<file path="src/rtl/ps2_pkg.sv">
// Shared constants and types for the PS/2 keyboard front end.
package ps2_pkg;

  // Prefix byte that announces a key release.
  localparam logic [7:0] PS2_BREAK = 8'hF0;
  // Prefix byte for extended keys; queued but ignored by key tracking.
  localparam logic [7:0] PS2_EXT   = 8'hE0;

  // Start + 8 data + parity + stop.
  localparam int PS2_FRAME_LEN = 11;

  typedef enum logic [1:0] {
    IDLE  = 2'd0,
    SHIFT = 2'd1,
    CHECK = 2'd2
  } dfr_state_t;

endpackage

</file>
<file path="src/rtl/ps2_kbd_frontend_if.sv">
// Pins, FIFO consumer handshake and seven-segment feeds of the keyboard front end.
interface ps2_kbd_frontend_if;
  logic       ps2_clk;
  logic       ps2_data;
  logic       pop;
  logic [7:0] data;
  logic       ready;
  logic       overflow;
  logic       frame_err;
  logic [3:0] code_hi;
  logic [3:0] code_lo;
  logic       code_valid;
  logic [3:0] cnt_hi;
  logic [3:0] cnt_lo;

  modport slave (
    input  ps2_clk, ps2_data, pop,
    output data, ready, overflow, frame_err,
           code_hi, code_lo, code_valid, cnt_hi, cnt_lo
  );

  modport master (
    output ps2_clk, ps2_data, pop,
    input  data, ready, overflow, frame_err,
           code_hi, code_lo, code_valid, cnt_hi, cnt_lo
  );
endinterface

</file>
<file path="src/rtl/ps2_fifo.sv">
// Small scan-code FIFO. A push while full is dropped and the contents are
// left untouched; a pop while empty is ignored. The head is presented
// directly from storage and reads as zero while empty.
module ps2_fifo #(
  parameter int DEPTH = 8,
  parameter int WIDTH = 8
) (
  input  logic             i_clk,
  input  logic             i_rst,
  input  logic             i_push,
  input  logic [WIDTH-1:0] i_din,
  input  logic             i_pop,
  output logic [WIDTH-1:0] o_dout,
  output logic             o_empty,
  output logic             o_full
);

  localparam int AW = $clog2(DEPTH);
  localparam int CW = AW + 1;
  localparam logic [CW-1:0] FULL_CNT = CW'(DEPTH);

  logic [WIDTH-1:0] r_mem [DEPTH];
  logic [AW-1:0]    r_wr_ptr;
  logic [AW-1:0]    r_rd_ptr;
  logic [CW-1:0]    r_count;

  logic w_do_push;
  logic w_do_pop;

  assign o_empty   = (r_count == '0);
  assign o_full    = (r_count == FULL_CNT);
  assign w_do_push = i_push && !o_full;
  assign w_do_pop  = i_pop && !o_empty;
  assign o_dout    = o_empty ? '0 : r_mem[r_rd_ptr];

  // Storage write; contents need no reset since empty gates the output.
  always_ff @(posedge i_clk) begin
    if (w_do_push) r_mem[r_wr_ptr] <= i_din;
  end

  // Pointer and occupancy bookkeeping; push and pop may coincide.
  always_ff @(posedge i_clk or posedge i_rst) begin
    if (i_rst) begin
      r_wr_ptr <= '0;
      r_rd_ptr <= '0;
      r_count  <= '0;
    end else begin
      if (w_do_push) r_wr_ptr <= r_wr_ptr + AW'(1);
      if (w_do_pop)  r_rd_ptr <= r_rd_ptr + AW'(1);
      case ({w_do_push, w_do_pop})
        2'b10:   r_count <= r_count + CW'(1);
        2'b01:   r_count <= r_count - CW'(1);
        default: r_count <= r_count;
      endcase
    end
  end

endmodule

</file>
<file path="src/rtl/ps2_kbd_frontend.sv">
// PS/2 keyboard front end: pin synchronizers, 11-bit frame deframer with
// abandon timer, scan-code FIFO and make/break key tracking that feeds the
// seven-segment nibble inputs.
//
//   state | meaning
//   IDLE  | waiting for a start bit (falling edge with data low)
//   SHIFT | collecting data, parity and stop bits; abandon timer running
//   CHECK | one cycle: validate parity/stop, push or flag an error
module ps2_kbd_frontend
  import ps2_pkg::*;
#(
  parameter int FIFO_DEPTH  = 8,
  parameter int TIMEOUT_CYC = 50000
) (
  input  logic               i_clk,
  input  logic               i_rst,
  ps2_kbd_frontend_if.slave  io_kbd
);

  localparam int SHIFT_W = PS2_FRAME_LEN - 1;
  localparam int TW      = $clog2(TIMEOUT_CYC + 1);
  localparam logic [TW-1:0] TMR_LOAD = TW'(TIMEOUT_CYC - 1);
  localparam logic [3:0]    LAST_BIT = 4'(PS2_FRAME_LEN - 1);

  logic [2:0]         r_clk_s;
  logic [2:0]         r_data_s;
  dfr_state_t         r_state;
  dfr_state_t         w_state_nxt;
  logic [3:0]         r_bitcnt;
  logic [SHIFT_W-1:0] r_shift;
  logic [TW-1:0]      r_tmr;
  logic               r_frame_err;
  logic               r_overflow;
  logic               r_brk_pend;
  logic [7:0]         r_code;
  logic               r_code_valid;
  logic [7:0]         r_press_cnt;

  logic       w_edge;
  logic       w_data_bit;
  logic       w_timeout;
  logic       w_frame_ok;
  logic       w_push;
  logic       w_err;
  logic [7:0] w_byte;
  logic [7:0] w_fifo_dout;
  logic       w_fifo_empty;
  logic       w_fifo_full;
  logic       w_unused;

  assign w_edge     = r_clk_s[2] & ~r_clk_s[1];
  assign w_data_bit = r_data_s[1];
  assign w_unused   = r_data_s[2];
  assign w_timeout  = (r_state == SHIFT) && (r_tmr == '0);
  assign w_byte     = r_shift[7:0];
  // Odd parity across data and parity bit, and a high stop bit.
  assign w_frame_ok = r_shift[SHIFT_W-1] && (^r_shift[8:0]);

  // Pin synchronizers, reset to the PS/2 idle level.
  always_ff @(posedge i_clk or posedge i_rst) begin
    if (i_rst) begin
      r_clk_s  <= 3'b111;
      r_data_s <= 3'b111;
    end else begin
      r_clk_s  <= {r_clk_s[1:0],  io_kbd.ps2_clk};
      r_data_s <= {r_data_s[1:0], io_kbd.ps2_data};
    end
  end

  // Deframer state register.
  always_ff @(posedge i_clk or posedge i_rst) begin
    if (i_rst) r_state <= IDLE;
    else       r_state <= w_state_nxt;
  end

  // Deframer next-state logic.
  always_comb begin
    w_state_nxt = r_state;
    case (r_state)
      IDLE: begin
        if (w_edge && !w_data_bit) w_state_nxt = SHIFT;
      end
      SHIFT: begin
        if (w_edge && (r_bitcnt == LAST_BIT)) w_state_nxt = CHECK;
        else if (!w_edge && w_timeout)        w_state_nxt = IDLE;
      end
      CHECK:   w_state_nxt = IDLE;
      default: w_state_nxt = IDLE;
    endcase
  end

  // Deframer outputs: accept a good frame, flag a bad start/parity/stop.
  always_comb begin
    w_push = 1'b0;
    w_err  = 1'b0;
    case (r_state)
      IDLE:    w_err = w_edge && w_data_bit;
      CHECK: begin
        w_push = w_frame_ok;
        w_err  = !w_frame_ok;
      end
      default: begin
        w_push = 1'b0;
        w_err  = 1'b0;
      end
    endcase
  end

  // Bit counter, shift register and abandon down-timer (reloaded by each edge).
  always_ff @(posedge i_clk or posedge i_rst) begin
    if (i_rst) begin
      r_bitcnt <= '0;
      r_shift  <= '0;
      r_tmr    <= TMR_LOAD;
    end else begin
      if (w_edge || (r_state != SHIFT)) r_tmr <= TMR_LOAD;
      else if (r_tmr != '0)             r_tmr <= r_tmr - TW'(1);

      if ((r_state == IDLE) && w_edge) begin
        r_bitcnt <= 4'd1;
      end else if ((r_state == SHIFT) && w_edge) begin
        r_bitcnt <= r_bitcnt + 4'd1;
        r_shift  <= {w_data_bit, r_shift[SHIFT_W-1:1]};
      end
    end
  end

  // Registered error pulse and sticky overflow.
  always_ff @(posedge i_clk or posedge i_rst) begin
    if (i_rst) begin
      r_frame_err <= 1'b0;
      r_overflow  <= 1'b0;
    end else begin
      r_frame_err <= w_err;
      if (w_push && w_fifo_full) r_overflow <= 1'b1;
    end
  end

  // Make/break tracking on every accepted byte, independent of FIFO space.
  always_ff @(posedge i_clk or posedge i_rst) begin
    if (i_rst) begin
      r_brk_pend   <= 1'b0;
      r_code       <= '0;
      r_code_valid <= 1'b0;
      r_press_cnt  <= '0;
    end else if (w_push) begin
      if (w_byte == PS2_BREAK) begin
        r_brk_pend <= 1'b1;
      end else if (w_byte == PS2_EXT) begin
        r_brk_pend <= r_brk_pend;
      end else if (r_brk_pend) begin
        r_brk_pend <= 1'b0;
        if (w_byte == r_code) r_code_valid <= 1'b0;
      end else if (!r_code_valid || (w_byte != r_code)) begin
        r_code       <= w_byte;
        r_code_valid <= 1'b1;
        r_press_cnt  <= r_press_cnt + 8'd1;
      end
    end
  end

  ps2_fifo #(
    .DEPTH (FIFO_DEPTH),
    .WIDTH (8)
  ) u_fifo (
    .i_clk   (i_clk),
    .i_rst   (i_rst),
    .i_push  (w_push),
    .i_din   (w_byte),
    .i_pop   (io_kbd.pop),
    .o_dout  (w_fifo_dout),
    .o_empty (w_fifo_empty),
    .o_full  (w_fifo_full)
  );

  assign io_kbd.data       = w_fifo_dout;
  assign io_kbd.ready      = ~w_fifo_empty;
  assign io_kbd.overflow   = r_overflow;
  assign io_kbd.frame_err  = r_frame_err;
  assign io_kbd.code_hi    = r_code[7:4];
  assign io_kbd.code_lo    = r_code[3:0];
  assign io_kbd.code_valid = r_code_valid;
  assign io_kbd.cnt_hi     = r_press_cnt[7:4];
  assign io_kbd.cnt_lo     = r_press_cnt[3:0];

endmodule

</file>
<file path="src/flat_wrapper.sv">
// flat-port wrapper written by rule: the top's interface ports become plain ports
module ps2_kbd_frontend_flat import ps2_pkg::*;
#(
  parameter int FIFO_DEPTH  = 8,
  parameter int TIMEOUT_CYC = 50000
)
  (i_clk, i_rst, io_kbd_ps2_clk, io_kbd_ps2_data, io_kbd_pop, io_kbd_data, io_kbd_ready, io_kbd_overflow, io_kbd_frame_err, io_kbd_code_hi, io_kbd_code_lo, io_kbd_code_valid, io_kbd_cnt_hi, io_kbd_cnt_lo);
  ps2_kbd_frontend_if io_kbd_i ();
  input  logic i_clk;
  input  logic i_rst;
  input wire logic [$bits(io_kbd_i.ps2_clk)-1:0] io_kbd_ps2_clk;
  input wire logic [$bits(io_kbd_i.ps2_data)-1:0] io_kbd_ps2_data;
  input wire logic [$bits(io_kbd_i.pop)-1:0] io_kbd_pop;
  output wire logic [$bits(io_kbd_i.data)-1:0] io_kbd_data;
  output wire logic [$bits(io_kbd_i.ready)-1:0] io_kbd_ready;
  output wire logic [$bits(io_kbd_i.overflow)-1:0] io_kbd_overflow;
  output wire logic [$bits(io_kbd_i.frame_err)-1:0] io_kbd_frame_err;
  output wire logic [$bits(io_kbd_i.code_hi)-1:0] io_kbd_code_hi;
  output wire logic [$bits(io_kbd_i.code_lo)-1:0] io_kbd_code_lo;
  output wire logic [$bits(io_kbd_i.code_valid)-1:0] io_kbd_code_valid;
  output wire logic [$bits(io_kbd_i.cnt_hi)-1:0] io_kbd_cnt_hi;
  output wire logic [$bits(io_kbd_i.cnt_lo)-1:0] io_kbd_cnt_lo;
  assign io_kbd_i.ps2_clk = io_kbd_ps2_clk;
  assign io_kbd_i.ps2_data = io_kbd_ps2_data;
  assign io_kbd_i.pop = io_kbd_pop;
  assign io_kbd_data = io_kbd_i.data;
  assign io_kbd_ready = io_kbd_i.ready;
  assign io_kbd_overflow = io_kbd_i.overflow;
  assign io_kbd_frame_err = io_kbd_i.frame_err;
  assign io_kbd_code_hi = io_kbd_i.code_hi;
  assign io_kbd_code_lo = io_kbd_i.code_lo;
  assign io_kbd_code_valid = io_kbd_i.code_valid;
  assign io_kbd_cnt_hi = io_kbd_i.cnt_hi;
  assign io_kbd_cnt_lo = io_kbd_i.cnt_lo;
  ps2_kbd_frontend #(.FIFO_DEPTH(FIFO_DEPTH), .TIMEOUT_CYC(TIMEOUT_CYC)) u_core (.i_clk(i_clk), .i_rst(i_rst), .io_kbd(io_kbd_i));
endmodule
</file>
<file path="config.mk">
export PLATFORM = sky130hd
export DESIGN_NAME = ps2_kbd_frontend_flat
export DESIGN_NICKNAME = d
export VERILOG_FILES = /design/src/rtl/ps2_pkg.sv /design/src/rtl/ps2_kbd_frontend_if.sv /design/src/rtl/ps2_fifo.sv /design/src/rtl/ps2_kbd_frontend.sv /design/src/flat_wrapper.sv
export SDC_FILE = /design/constraint.sdc
export NUM_CORES = 1
export LEC_CHECK = 0
export ABC_AREA = 1
export CORE_MARGIN = 4
export CORE_UTILIZATION = 40
export DETAILED_ROUTE_END_ITERATION = 7
export GPL_TIMING_DRIVEN = 0
export PLACE_DENSITY = 0.68
export SETUP_SLACK_MARGIN = 0.2
export SKIP_LAST_GASP = 1
export SYNTH_ARGS = -nofsm -noshare
export SYNTH_HDL_FRONTEND = slang
export SYNTH_HIERARCHICAL = 1
export SYNTH_SLANG_ARGS = --single-unit
</file>
<file path="constraint.sdc">
create_clock -name i_clk -period 2.4 [get_ports i_clk]
set_input_delay 0.48 -clock i_clk [delete_from_list [all_inputs] [get_ports i_clk]]
set_output_delay 0.48 -clock i_clk [all_outputs]
set_load 0.02 [all_outputs]
</file>
[After elaboration in Yosys (flattened, before gate mapping)]
Memories as Yosys holds them, arrays and structs flattened.
Index checks and enable logic that the tools add are counted.
Operators by class
  muxes and demuxes: 19
  shift-type cells: 0
  magnitude comparators: 0
  eq/ne operators: 15
  divide/modulo/power cells: 0
  $mul: 0
  reduce and logical (&&, ||, !) cells: 33
  bitwise logic cells: 7
  add/subtract/negate cells: 7
Operator list (number)
  $mux W16: 2
  $eq A8 B8 Y1 const B: 2
  $logic_not A16 Y1: 1
  $reduce_bool A16 Y1: 1
  $sub A16 B1 Y16 const B: 1
  $logic_and A1 B1 Y1: 11
  $reduce_and A5 Y1: 2
  $reduce_xor A9 Y1: 1
  $add A4 B1 Y4 const B: 2
  $add A8 B1 Y8 const B: 1
  $eq A4 B4 Y1 const B: 2
  $eq A8 B8 Y1: 1
  $mux W1: 8
  $mux W4: 2
  $mux W8: 1
  $ne A8 B8 Y1: 1
  $pmux W4 S2: 1
  $reduce_bool A2 Y1: 4
  $add A3 B1 Y3 const B: 2
  $logic_not A1 Y1: 6
  $mux W2: 3
  $ne A2 B1 Y1 const B: 3
  $not A1 Y1: 6
  $reduce_and A2 Y1: 3
  other kinds (11): 14
Storage, ports and cells
  memories kept: 1
  logic and storage cells: 97
  output and inout port bits: 28
  memory bits (writable): 64
  bits in read-only memories: 0
  register bits after elaboration: 67
  bits in latches: 0
  input bits: 5
Memories
  u_core.u_fifo.r_mem: depth 8, bits a word 8, read ports 1, clocked after memory_dff 0, write ports 1, line ps2_fifo.sv:22  | logic [WIDTH-1:0] r_mem [DEPTH];

[Longest topological paths before layout]
Gate-level depths: netlist of run 1.
  depth in word-level cells: 7
  mapped depth: 20
  gate-level depth less buffers: 19

[Cells and area by module]
The synthesis of run 1 kept the hierarchy.
By module, submodules not included
  ps2_fifo: instances 1, seq. area each 2172.1 µm², area each 3154.3 µm², cells each 269
  ps2_kbd_frontend: instances 1, seq. area each 1443.9 µm², area each 3080.5 µm², cells each 369

[Worst setup path before layout of run 1]
No wires, ideal clock.
  kind: register to register
  start: register u_core.r_shift[0]
  end: memory u_core.u_fifo.r_mem[4][0], enable pin
  clock period less this slack: 2.657 ns
  data arrival time: 2.287 ns
  buffers on the path: 1
  required time: 2.030 ns
  stages on the path, launching flop included: 14
  setup slack: -0.257 ns
  library setup time: 0.370 ns
  path through: dfrtp_1 -> inv_1 -> ha_1 -> inv_2 -> nand2_2 -> nand2_1 -> nand2_1 -> nand3_1 -> nand3_2 -> nor2_4 -> buf_2 -> nand2_2 -> or2_1 -> nor2_1
Between the ends
  word-level cells in the longest chain between the ends: 6
Ends and longest elaborated chain
  start, declared: line ps2_kbd_frontend.sv:30  | logic [SHIFT_W-1:0] r_shift;
  start signal, assigned: line ps2_kbd_frontend.sv:123  | r_shift <= {w_data_bit, r_shift[SHIFT_W-1:1]};
  $reduce_xor A9 Y1: line ps2_kbd_frontend.sv:57  | assign w_frame_ok = r_shift[SHIFT_W-1] && (^r_shift[8:0]);
  $logic_and A1 B1 Y1: line ps2_kbd_frontend.sv:57
  $mux W1: line ps2_kbd_frontend.sv:96  | case (r_state)
  via u_core.w_push: line ps2_kbd_frontend.sv:43  | logic w_push;
  $logic_and A1 B1 Y1: line ps2_fifo.sv:32  | assign w_do_push = i_push && !o_full;
  $mux W1: line ps2_fifo.sv:38  | if (w_do_push) r_mem[r_wr_ptr] <= i_din;
  $mux W1 (not written as such): line ps2_fifo.sv:38
  end, declared: line ps2_fifo.sv:22
The timed path passes the listed nets, and every way through them passes these cells.

[Worst setup path after layout of run 1]
  start: register u_core.r_shift[0]
  end: register u_core.u_fifo.r_count[2]
Between the ends
  word-level cells in the longest chain between the ends: 6
  elaborated cells between the ends (all ways): 8
  those cells by class: eq/ne: 2; mux: 2; reduce/logical: 4
Ends and longest elaborated chain
  $reduce_xor A9 Y1 *: line ps2_kbd_frontend.sv:57
  $logic_and A1 B1 Y1 *: line ps2_kbd_frontend.sv:57
  $mux W1 *: line ps2_kbd_frontend.sv:96
  via u_core.w_push: line ps2_kbd_frontend.sv:43
  $logic_and A1 B1 Y1 *: line ps2_fifo.sv:32
  $eq A2 B1 Y1 or $eq A2 B2 Y1 (tied branches): line ps2_fifo.sv:50  | case ({w_do_push, w_do_pop})
  $pmux W4 S2 or $reduce_bool A2 Y1 (tied branches)
  end signal, assigned: line ps2_fifo.sv:51  | 2'b10: r_count <= r_count + CW'(1);
  end signal, assigned: line ps2_fifo.sv:52  | 2'b01: r_count <= r_count - CW'(1);
  end signal, assigned: line ps2_fifo.sv:53  | default: r_count <= r_count;
  end, declared: line ps2_fifo.sv:25  | logic [CW-1:0] r_count;
Mark *: on every way through the listed nets, which the timed path passes. The rest lies on a longest branch.
A chain may end at the register's enable or synchronous reset.

==> key figures, run 1 <==
Yosys
  • Main combinational cell family by area after synthesis: simple AND/OR/NAND/NOR gates
  • Area leader, netlist: edfxtp_1
  • Compound-Gate Fraction of Synth Area: 0.07606
  • Synth Area in Simple Gates: 0.2185
  • Synth Area in Adders: 0.02810
  • Syn Nets: 657
  • Cells after Synth: 638
  • Distinct cell type count of the synthesized netlist: 36
  • Synth warn: 6
  • Post-Synth XOR/XNOR Area: 0.03652
  • Syn avg cell area: 9.772 um2
  • Top post-synthesis cells by area: edfxtp_1 (31%), dfrtp_1 (21%), nand2_1 (7.3%)
  • Synth top area share: 0.3082
  • Sequential-to-total area share from yosys stat: 0.5800
  • Post-Syn Area: 6235 um2
  • FF+latch count, synth: 131
  • Mux contribution to synthesized area: 0

STA
  • Hold Violations, Final: 0
  • Crit path time final: 2428 ps
  • Unrepaired setup endpoints after global routing: yes
  • Final slew viol count: 0
  • Final setup vio count: 1
  • Relative slew slack: 0.6033
  • Final Cycle Share: 1.012
  • Fin Hold WS: 354.3 ps
  • Worst Max-Slew Pin Slew: 594.2 ps
  • Fmax: 0.4119 GHz
  • Setup ws final: -27.84 ps
  • Clk_skew: 6.708 ps

Drt
  • DR DRC count: 0
  • ANT nets after route: 0
  • Via count: 4887
  • Drt via density: 5.117
  • WL per Instance: 16.20 um
  • Iter 0 DRT Violations: 429
  • First drt pass iteration count: 8
  • Routed WL: 15470 um

Placed design
  • Pre-CTS setup slack: -598.0 ps
  • Gpl congestion: 0.8829
  • DP Wirelength: 9299 um
  • Port buffer count: 32

CTS
  • Root Driver: clkbuf_16
  • Post-CTS Hold Fix Bufs: 0
  • Clock sink count: 131
  • Later-pin clock latency in the skew report: 420 ps
  • Reg clk slew, reported paths: 60 ps
  • H-tree Lvls: 4
  • Num CTS Buffers: 17
  • Clk buf depth: 2
  • CTS tree: built

Finish
  • Multi-input logic area: 2577 um2
  • Ant diodes: 0
  • Most common cell after layout, fill and taps aside: nand2_1
  • Fillers: 1303
  • Layout area overhead: 31.97%
  • Most frequent cells in the layout: nand2_1 (116), nor2_1 (69), edfxtp_1 (64), inv_1 (48), dfrtp_1 (42)
  • Fin nets: 750
  • Layout cell share with drive strength beyond 1: 0.3038
  • Post-layout util: 0.5392
  • Sequential cell area: 3630 um2

Floorplanning
  • Starting density of the core: 0.4086
  • Io pins: 33
  • Die H: 132.8 um
  • Die area: 17650 um2
  • Placeable Area: 15260 um2
  • Die extent in x: 132.8 um
  • Cell row count: 45

Status
  • Failing checks: setup timing
  • Status: finished with violations

Hold path
  • Worst hold path type: reg2reg

Critical path
  • Worst EP arrival: 2770 ps
  • Worst EP required: 2740 ps
  • Critical Path Start Type: register
  • CP endpoint kind: register
  • Critical path fanouts, max: 5
  • R2R setup slack: -30 ps
  • Kind of critical path: reg2reg

Global route
  • Total GRT Usage: 0.1767
  • Initial antenna violation count: 0
  • Vias in the first global route: 4955
  • First-pass GRT wire length: 24610 um
  • Gr ovfl total: 0
  • Largest net degree at the start of global routing: 33

Flow run
  • Max cap viols: 0

Power and ir drop
  • Leakage power: 0.003467 uW
  • Post-route total power: 9191 uW
  • Worst VDD drop: 528.5 uV
  • Cell Pwr Density: 1117 nW/um2
cell type report:
cell class | count | area share
tap | 211 | 0.03209
buffer | 17 | 0.01916
timing repair buffer | 74 | 0.09474
sequential | 131 | 0.4411
multi-input combinational | 425 | 0.3133
clock inverter | 14 | 0.01688
inverter | 65 | 0.03057
clock buffer | 18 | 0.05216
routing by layer:
metal  GRT usage  wire length, um  share of wire
met5           0                0              0
met4     0.06640              245          0.016
met3     0.04943              702          0.045
met2      0.3050             8124           0.53
met1      0.2099             6398           0.41
metrics by stage:
step	setup TNS [ps]	instances	cell area, um2
after global placement	-54390	881	6924
after global routing	-222.3	955	8228
after floorplan	0	638	6340
after CTS	0	943	7935
after detailed placement	-32060	882	6944
final	-27.84	955	8228
worst paths after layout:
path	from	cells past startpoint	endpoint
min in group asynchronous	i_rst	2	u_core/u_fifo/r_wr_ptr[1]
worst min-delay path	u_core/r_clk_s[0]	0	u_core/r_clk_s[1]
worst max-delay path	u_core/r_shift[0]	18	u_core/u_fifo/r_count[2]
worst max register to register	u_core/r_shift[0]	18	u_core/u_fifo/r_count[2]
max in group asynchronous	i_rst	3	u_core/r_tmr[15]
worst min register to register	u_core/r_clk_s[0]	0	u_core/r_clk_s[1]
registers in the layout, summed over array words and instances, names as in the netlist, 3 cells and up:
name,count
u_core/u_fifo/r_mem,64
u_core/r_press_cnt,8
u_core/r_clk_s,3
u_core/r_tmr,16
u_core/u_fifo/r_wr_ptr,3
u_core/r_shift,10
u_core/u_fifo/r_rd_ptr,3
u_core/u_fifo/r_count,4
u_core/r_bitcnt,4
u_core/r_code,8
power breakdown:
part	leakage, uW	internal, uW	total [uW]	switching [uW]
logic	0.00177	1620	3780	2160
clock network	0.000269	1520	2500	978
registers	0.00143	2650	2910	263
timing repair:
item / CTS / global route
cloned: 1 / 1
setup buffers: 28 / 11
gates resized for setup: 81 / 54
pin swaps: 20 / 38
endpoints found under the setup margin: 78 / 76
worst max-delay path: stages (launching register included):
cell     delay (ps)
dfrtp_2         380
inv_2            50
ha_4            290
nand2_1          90
nand2_1          80
nand2_1          60
nand3_2          80
nand3_4          90
nor2_4          150
buf_6           140
nand2_8          60
ha_4            190
nand2_2          70
inv_2            50
nor2_4          110
ha_4            140
a21oi_2          30
xor2_1          160
o21ai_1         130
kinds of logic after synthesis:
group	Yosys count
simple gates	301
flops	131
compound gates	84
xor+xnor	26
buf+inv	82
fa+ha+maj	14
synthesized netlist by cell type:
cell      count
buf_6         4
o31ai_1       3
a21oi_1       3
clkbuf_1      2
nor2_4        4
o22ai_1       9
a31oi_1       3
dfstp_2      14
buf_12        1
nor4_1        2
o21ai_0      24
inv_1        54
nand2_1     122
o211ai_1      7
or2_1         1
nand4_1      21
xnor2_1      15
o211ai_2      1
xor2_1       11
dfrtp_1      53
nand2_2      16
nor2_2        4
nand3_4       2
nand3_2       3
nor2_1       95
o21ai_1      32
nor3_1        8
ha_1         14
inv_2        11
nor4_2        1
buf_2         5
buf_4         5
edfxtp_1     64
a21o_1        1
nand3_1      22
o21ai_2       1
Note: power is estimated with default switching activity, not from simulation.
==> run 2: changes to the inputs <==
--- a/config.mk
+++ b/config.mk
@@ -10,7 +10,7 @@
 export CORE_UTILIZATION = 40
 export DETAILED_ROUTE_END_ITERATION = 7
 export GPL_TIMING_DRIVEN = 0
-export PLACE_DENSITY = 0.68
+export PLACE_DENSITY = 0.66
 export SETUP_SLACK_MARGIN = 0.2
 export SKIP_LAST_GASP = 1
 export SYNTH_ARGS = -nofsm -noshare
==> constraint.sdc (replaced) <==
create_clock -name i_clk -period 2.59 [get_ports i_clk]
set_input_delay 0.518 -clock i_clk [delete_from_list [all_inputs] [get_ports i_clk]]
set_output_delay 0.518 -clock i_clk [all_outputs]
set_load 0.02 [all_outputs]
==> key figures, run 2 (synthesis results as in run 1) <==
Global route
  • Initial antenna violation count: 0
  • Vias in the first global route: 4780
  • Total GRT Usage: 0.1723
  • First-pass GRT wire length: 24140 um
  • Gr ovfl total: 0
  • Largest net degree at the start of global routing: 37

STA
  • Fmax: 0.4131 GHz
  • Relative slew slack: 0.6828
  • Final slew viol count: 0
  • Total negative setup slack: 0 ps
  • Final Cycle Share: 0.9347
  • Clk_skew: 6.352 ps
  • Hold Violations, Final: 0
  • Worst Max-Slew Pin Slew: 475.1 ps
  • Crit path time final: 2421 ps
  • Unrepaired setup endpoints after global routing: yes
  • Final setup vio count: 0

Drt
  • Wire length on met3: 519 um
  • Max layer used: met4
  • Iter 0 DRT Violations: 326
  • Routed WL: 14750 um
  • ANT nets after route: 0
  • DR DRC count: 0
  • WL per Instance: 15.73 um
  • Via count: 4736
  • First drt pass iteration count: 5
  • Post-Route M1 WL: 6181 um
  • Routed met2 length: 7850 um
  • Drt via density: 5.049

Finish
  • Layout cell share with drive strength beyond 1: 0.2476
  • Post-route insts no fill: 938
  • Fin nets: 734
  • Fillers: 1342
  • Ant diodes: 0
  • Most common cell after layout, fill and taps aside: nand2_1
  • Most frequent cells in the layout: nand2_1 (118), nor2_1 (82), edfxtp_1 (64), inv_1 (49), dfrtp_1 (41)
  • Largest Register: u_core/u_fifo/r_mem
  • Max reg flops: 64
  • Largest regs: u_core/u_fifo/r_mem x64, u_core/r_tmr x16, u_core/r_shift x10
  • Layout area overhead: 26.69%

Critical path
  • Register-to-Register Path Depth: 17
  • Critical path, cell by cell: ha_4 -> inv_2 -> nand2_2 -> nand2_1 -> nand2_1 -> nand3_2 -> nand3_2 -> nor2_4 -> buf_8 -> nand2_8 -> ha_4 -> nor2_4 -> nor2_4 -> ha_4 -> a21oi_2 -> xor2_1 -> o21ai_1
  • Worst EP arrival: 2720 ps
  • R2R setup slack: 170 ps
  • CP bufs+invs: 2
  • Worst EP required: 2890 ps
  • Critical Path Start Type: register
  • Worst path depth: 17
  • CP max stage cell: dfrtp_4
  • Slowest stage delay, CP: 490 ps
  • CP startpoint: u_core/r_shift[6]
  • Top Family by Delay on Critical Path: simple AND/OR/NAND/NOR gates
  • Crit Reg-Reg Startpoint: u_core/r_shift[6]
  • CP endpoint kind: register
  • Setup crit end: u_core/u_fifo/r_count[2]
  • Kind of critical path: reg2reg
  • Critical path fanouts, max: 4
  • RR Endpoint: u_core/u_fifo/r_count[2]

CTS
  • Post-CTS Hold Fix Bufs: 0
  • Later-pin clock latency in the skew report: 420 ps
  • H-tree Lvls: 4
  • Num CTS Buffers: 17
  • Root Driver: clkbuf_16
  • Clk buf depth: 2
  • CTS tree: built
  • Reg clk slew, reported paths: 50 ps
  • Clock sink count: 131

Floorplanning
  • Placeable Area: 15260 um2
  • Die H: 132.8 um
  • Io pins: 33
  • Die extent in x: 132.8 um
  • Die area: 17650 um2
  • Cell row count: 45
  • Starting density of the core: 0.4086

Placed design
  • Placed cell count: 882
  • DP Wirelength: 9598 um
  • Gpl congestion: 0.8737
  • Port buffer count: 32

Power and ir drop
  • Post-route total power: 7680 uW
  • Worst VDD drop: 565.0 uV
  • Cell Pwr Density: 972.3 nW/um2
  • Leakage power: 0.003297 uW

Flow run
  • Max cap viols: 0

Hold path
  • Worst hold path type: reg2reg

Status
  • Status: finished clean
-- run 2: changes by cell type in the layout (fill, tap and decap cells not counted), sizes merged --
cell,delta
clkbuf,+3
dlygate4sd2,-1
clkinvlp,-1
buf,-16
bufinv,-1
clkinv,-1
inv,-1
clkdlybuf4s50,+1
-- run 2: area by class of cell --
type                       instances  area, um2  share of cell area
inverter                          65      254.0             0.03216
timing repair buffer              58      595.6             0.07540
buffer                            17      150.1             0.01901
sequential                       131       3633              0.4600
multi-input combinational        425       2464              0.3119
tap                              211      264.0             0.03342
clock buffer                      21      450.4             0.05703
clock inverter                    10      87.58             0.01109
-- run 2: worst reg2reg max path: stages, from the launching register on --
cell	delay, ps
dfrtp_4	490
ha_4	240
inv_2	60
nand2_2	60
nand2_1	60
nand2_1	60
nand3_2	80
nand3_2	110
nor2_4	150
buf_8	130
nand2_8	50
ha_4	180
nor2_4	110
nor2_4	50
ha_4	150
a21oi_2	120
xor2_1	150
o21ai_1	70
-- run 2: report_power, final --
part	internal (uW)	switching (uW)
clock network	1330	851
registers	2460	227
logic	1050	1760
-- run 2: metal layers --
layer,track usage,up-vias
met2,0.3045,93
li1,-,2299
met4,0.06120,0
met1,0.2035,2324
met5,0,-
met3,0.04259,20
-- run 2: worst min path at each step --
stage,startpoint,end,slack (ps),depth (start not counted)
global route,u_core/r_data_s[0],u_core/r_data_s[1],360,0
global placement,u_core/r_clk_s[0],u_core/r_clk_s[1],350,0
floorplan,u_core/r_clk_s[0],u_core/r_clk_s[1],350,0
CTS,u_core/r_clk_s[0],u_core/r_clk_s[1],360,0
detailed placement,u_core/r_clk_s[0],u_core/r_clk_s[1],350,0
finish,u_core/r_data_s[0],u_core/r_data_s[1],360,0
-- run 2: metrics by stage --
stage	setup slack, ps	util	area [um2]	hold WS [ps]
6_report	169.1	0.5177	7899	356.8
3_3_place_gp	-607.2	0.4535	6919	347.0
3_5_place_dp	-437.2	0.4548	6939	349.4
4_1_cts	200.4	0.5082	7754	357.1
2_1_floorplan	200.2	-	6335	345.2
5_1_grt	23.67	0.5177	7899	361.0
-- run 2: what timing repair did --
action,4_1_cts,5_1_grt
setup buffers,16,9
resized for setup,56,25
gates cloned,0,0
pin swaps,13,19
endpoints found under the setup margin,77,76
